[config.mk]
export PLATFORM = sky130hd
export DESIGN_NAME = maxpool_window
export DESIGN_NICKNAME = d
export VERILOG_FILES = /design/src/rtl/maxpool_window.sv
export SDC_FILE = /design/constraint.sdc
export NUM_CORES = 1
export LEC_CHECK = 0
export CAP_MARGIN = 10
export CORE_MARGIN = 10
export CORE_UTILIZATION = 35
export DETAILED_ROUTE_END_ITERATION = 10
export DONT_BUFFER_PORTS = 1
export PLACE_DENSITY_LB_ADDON = 0.12
export SLEW_MARGIN = 10
export SYNTH_ARGS = -nofsm -noshare
export SYNTH_HDL_FRONTEND = slang
export SYNTH_SLANG_ARGS = --single-unit
[constraint.sdc]
create_clock -name clk -period 6.35 [get_ports clk]
set_input_delay 1.27 -clock clk [delete_from_list [all_inputs] [get_ports clk]]
set_output_delay 1.27 -clock clk [all_outputs]
set_load 0.005 [all_outputs]
[src/rtl/maxpool_window.sv]
// Streaming signed max-pool over windows of WIN elements (or shorter, closed by in_last).
// One pooled result per window through a single-entry registered valid/ready output.
module maxpool_window #(
  parameter int unsigned DATA_W = 8,
  parameter int unsigned WIN    = 4,
  parameter int unsigned CNT_W  = 3
) (
  input  logic              clk,
  input  logic              rst,
  input  logic              in_valid,
  output logic              in_ready,
  input  logic [DATA_W-1:0] in_data,
  input  logic              in_last,
  output logic              out_valid,
  input  logic              out_ready,
  output logic [DATA_W-1:0] out_data,
  output logic [CNT_W-1:0]  out_len
);

  localparam logic [CNT_W-1:0] LastIdx = CNT_W'(WIN - 1);

  logic [CNT_W-1:0]         cnt_q, cnt_d;
  logic signed [DATA_W-1:0] run_max_q, run_max_d;
  logic                     out_valid_q, out_valid_d;
  logic [DATA_W-1:0]        out_data_q, out_data_d;
  logic [CNT_W-1:0]         out_len_q, out_len_d;

  logic                     accept;
  logic                     close;
  logic signed [DATA_W-1:0] cand;

  // The output slot frees up in the same cycle it drains, so a new window can close behind it.
  assign in_ready = !out_valid_q || out_ready;
  assign accept   = in_valid && in_ready;
  assign close    = accept && ((cnt_q == LastIdx) || in_last);

  // First element seeds the window; ties keep the running max.
  always_comb begin
    cand = run_max_q;
    if (cnt_q == '0 || $signed(in_data) > run_max_q) begin
      cand = $signed(in_data);
    end
  end

  always_comb begin
    cnt_d       = cnt_q;
    run_max_d   = run_max_q;
    out_valid_d = out_valid_q;
    out_data_d  = out_data_q;
    out_len_d   = out_len_q;

    if (out_valid_q && out_ready) begin
      out_valid_d = 1'b0;
    end

    if (close) begin
      out_data_d  = cand;
      out_len_d   = cnt_q + CNT_W'(1);
      out_valid_d = 1'b1;
      cnt_d       = '0;
    end else if (accept) begin
      run_max_d = cand;
      cnt_d     = cnt_q + CNT_W'(1);
    end
  end

  always_ff @(posedge clk or posedge rst) begin
    if (rst) begin
      cnt_q       <= '0;
      run_max_q   <= '0;
      out_valid_q <= 1'b0;
      out_data_q  <= '0;
      out_len_q   <= '0;
    end else begin
      cnt_q       <= cnt_d;
      run_max_q   <= run_max_d;
      out_valid_q <= out_valid_d;
      out_data_q  <= out_data_d;
      out_len_q   <= out_len_d;
    end
  end

  assign out_valid = out_valid_q;
  assign out_data  = out_data_q;
  assign out_len   = out_len_q;

endmodule
**Yosys cells after proc, flatten, opt, wreduce, memory -nomap -nowiden**

Index checks and enable logic that the tools add are counted.

- Register bits after elaboration: 23
- Latch bits: 0
- Memory bits (writable): 0
- Memory bits (read-only): 0
- Input port bits: 13
- Word-level logic and storage cells: 25
- Memories: 0

- Add/sub/neg operators: 1
- $mul: 0
- Div/mod/pow operators: 0
- Order comparisons: 1
- Equal/unequal tests: 1
- Shift operators: 0
- Mux-type cells: 5
- Bitwise logic cells: 1
- Reductions and logical operators: 11

Operator list:

| cell | number |
|---|---|
| $gt 8x8->1 | 1 |
| $mux 8 | 1 |
| $mux 3 | 2 |
| $reduce_bool 2->1 | 2 |
| $add 3x1->3 const B | 1 |
| $eq 3x2->1 const B | 1 |
| $logic_and 1x1->1 | 3 |
| $logic_not 3->1 | 1 |
| $logic_or 1x1->1 | 3 |
| $mux 1 | 2 |
| $reduce_and 2->1 | 1 |
| $logic_not 1->1 | 1 |
| $not 1->1 | 1 |

**Depth between registers and ports, before layout**

- Depth after elaboration: 6
- Depth in mapped cells: 7

**Least setup slack after synthesis**

No wires, ideal clock.

- Kind: input to register
- Start point: input port in_data[7]
- End point: register out_data_q[0], in the netlist out_data[0]
- Library setup time: 0.125 ns
- Arrival time: 2.822 ns
- Data required time: 6.225 ns
- Path slack: 3.403 ns
- Stages on the path: 6
- Path buffers: 0
- Path through: ha_1 nand4_2 o22ai_1 a31oi_1 nor4_4 mux2_4

- Longest elaborated chain between the ends: 3

RTL lines:

| item | RTL line | RTL |
|---|---|---|
| from (decl) | 12 | `input logic [DATA_W-1:0] in_data,` |
| $gt 8x8->1 | 40 | `if (cnt_q == '0 \|\| $signed(in_data) > run_max_q) begin` |
| $logic_or 1x1->1 | 40 |  |
| $mux 8 | 40 |  |
| to (signal assigned) | 78 | `out_data_q <= out_data_d;` |
| to (decl) | 25 | `logic [DATA_W-1:0] out_data_q, out_data_d;` |

No other way between the ends.
A chain may end at the register's enable or synchronous reset.

**Worst setup path after layout**

Ends and elaborated chain as after synthesis.

==> results.md <==
* Post-synthesis sequential area ratio at between 40% and 50%
* GRT Total Usage at 8.554%
* Final ANT Viol Nets at 0
* Die area at between 0.006 and 0.007 mm²
* Synth cell types at 27
* Synth Area per Inst at about 12 µm²
* Leakage at around 0.63 nW
* Clock latency on the worst-skew pair at approximately 0.32 ns
* Clock Sink Count at 23
* Placed cells at roughly 150
* Post-synth ARST share at 100.0%
* Port Buf Inserts at 0
* DR pass1 iterations at 4
* Critical path, cell by cell: ha_1 > nand4_2 > o22ai_1 > a31oi_1 > nor4_4 > mux2_4
* Final worst path period need at ~2.9 ns
* Die Span X at approximately 80 µm
* Initial antenna violation count at 0
* Peak supply drop at roughly 140 µV
* Slew headroom at a little over two fifths
* Setup TNS at 0 ns
* Commonest non-fill, non-tap cell in the layout: dfrtp_1
* Switching Fraction at a little under two fifths
* Pins Over Slew Limit at 0
* Post-synth EDFFs at 0
* CP Launch Type: primary input
* RSZ-0062 raised after global routing: false
* Non-Filler Instances at roughly 160
* Required time of the critical path at roughly 6.6 ns
* Post-DP HPWL at 1923 µm
* # nets final at about 140
* Longest Clk Path Bufs at 2
* N_diodes at 0
* Final WL at between 2000 and 3000 µm
* Peak Freq at 347.1 MHz
* Final worst path period share at between 40 and 50%
* CP endpoint kind: flip-flop
* H-tree depth at 1
* Clock power share at between 10 and 15%
* Clk_skew at roughly 0.016 ns
* Die Y at ~80 µm
* Global-route wire length before repair at between 4000 and 5000 µm
* Comb pwr share at 37.4%
* Residual DRC at 0
* Critical path fanouts, max at 8
* Post-CTS Setup Bufs at 0
* Status: finished, final reports clean
* Largest net degree at the start of global routing at 24
* DRT iter0 DRCs at 36
* Post-Syn Instances at ~110
* Final GP Congestion at between 0.7 and 0.8
* Final hold vios at 0
* Internal Pwr Total at approximately 320 µW
* Root Buffer: clkbuf_4
* Crit Path Class: primary input to flip-flop
* # fillers at between 300 and 400
* Share of cells above drive strength 1 at 18.02%
* Core Box Area at about 0.0034 mm²
* Fin util at slightly below 40%
* FP Rows at 21
* Arr. time, crit path at roughly 3 ns
* Layout area overhead at 7.206%
* Final setup violating endpoints at 0
* Quantity of hold-fixing buffers added after cts at 0
* TritonCTS clock tree: done
* Pwr/cell area at about 380 mW/mm²
* Net Count, Synth at between 100 and 150
* CTS Buf Count at 3
* CP max stage delay at between 0.7 and 0.8 ns
* Sequential power share at roughly half
* Vias at between 700 and 800
* Initial Util at a little under two fifths
* Mapped Area at about 0.0013 mm²
* GR Overflow Total at 0
* Hold Path Class: flip-flop to flip-flop
* Ys flop type: dfrtp_1
* Vias in the first global route at 909
* Most frequent cells in the layout: 23 x dfrtp_1, 14 x mux2i_1, 13 x inv_1, 11 x ha_1, 9 x mux2_2
* Crit-path slowest cell: nor4_4
* Max-Cap Viols at 0
* Clock transition at path regs at about 0.15 ns
* Synthesized flop and latch total at 23
* Switch Pwr at about 190 µW
* Per-cell routed wire length at roughly 16 µm
* Boundary Pins at 26
* Post-CTS Resized at 0
* Post-DR vias/cell at slightly above 5
* Least-Margin Pin Slew at 0.8743 ns
* YS warnings at 0
[worst paths after layout]
kind | from | end | slack (ns) | cells past startpoint
max | in_data[7] | out_data[0]$_DFFE_PP0P_ | 3.47 | 6
min | run_max_q[7]$_DFFE_PP0P_ | run_max_q[7]$_DFFE_PP0P_ | 0.52 | 1
max reg2reg | cnt_q[0]$_DFFE_PP0P_ | out_data[0]$_DFFE_PP0P_ | 3.98 | 6
min reg2reg | run_max_q[7]$_DFFE_PP0P_ | run_max_q[7]$_DFFE_PP0P_ | 0.52 | 1
max in group asynchronous | rst | run_max_q[0]$_DFFE_PP0P_ | 4.81 | 1
min in group asynchronous | rst | out_valid$_DFFE_PP0P_ | 0.99 | 1
[power by group through the flow]
stage | Clock, mW | Combinational (mW) | Sequential (mW)
final | 0.0729 | 0.191 | 0.246
after global routing | 0.0807 | 0.222 | 0.257
after CTS | 0.0755 | 0.196 | 0.248
after detailed placement | 0 | 0.195 | 0.251
after global placement | 0 | 0.192 | 0.250
after floorplan | 0 | 0.163 | 0.238
[routing by layer]
layer,share of wire [%],GRT usage [%],vias to the layer above
met5,0,0,-
met1,45,10.32,390
li1,-,-,383
met4,1.2,2.113,0
met2,47,14.61,16
met3,7.0,2.339,5
[synth_stat cells (2+ instances only)]
cell type   n  area, µm²
mux2i_1    14      140.1
nor2b_1     2      12.51
nand2_1     8      30.03
inv_1      13      48.80
a21oi_1     2      10.01
mux2_2      9      101.4
o21ai_0     6      30.03
nand4_2     2      25.02
dfrtp_1    23      575.6
ha_1       11      137.6
[sequential cells by signal (all words and copies together) (netlist names)]
register   flops
out_data       8
out_valid      1
cnt_q          3
run_max_q      8
out_len        3
[logic make-up after synthesis]
family / count (synthesis) / share of synthesized area, %
buf+inv: 14 / 4.146
flops: 23 / 45.41
compound gates: 16 / 9.676
simple gates: 19 / 9.674
mux: 24 / 20.24
fa+ha+maj: 11 / 10.86
[worst max-delay path: cells and delay by family]
family / cells / cell delay (ns)
compound gates: 2 / 0.28
fa+ha+maj: 1 / 0.34
mux: 1 / 0.35
simple gates: 2 / 0.85
[final cells by class]
cell class,count,area [µm²],share of cell area [%]
multi-input combinational,70,639.4,47.05
clock inverter,1,7.507,0.5525
clock buffer,3,22.52,1.657
timing repair buffer,1,7.507,0.5525
inverter,13,48.80,3.591
sequential,23,575.6,42.36
tap,46,57.56,4.236
[metrics by stage]
step	power (mW)	hold slack, ns	setup slack (ns)	instance area [µm²]
floorplan	0.4007	0.4720	3.403	1267
global placement	0.4420	0.4881	3.116	1329
detailed placement	0.4463	0.4928	3.107	1329
CTS	0.5197	0.5258	3.451	1359
global route	0.5596	0.5509	3.379	1359
finish	0.5096	0.5235	3.469	1359
(Power assumes the default switching activity.)
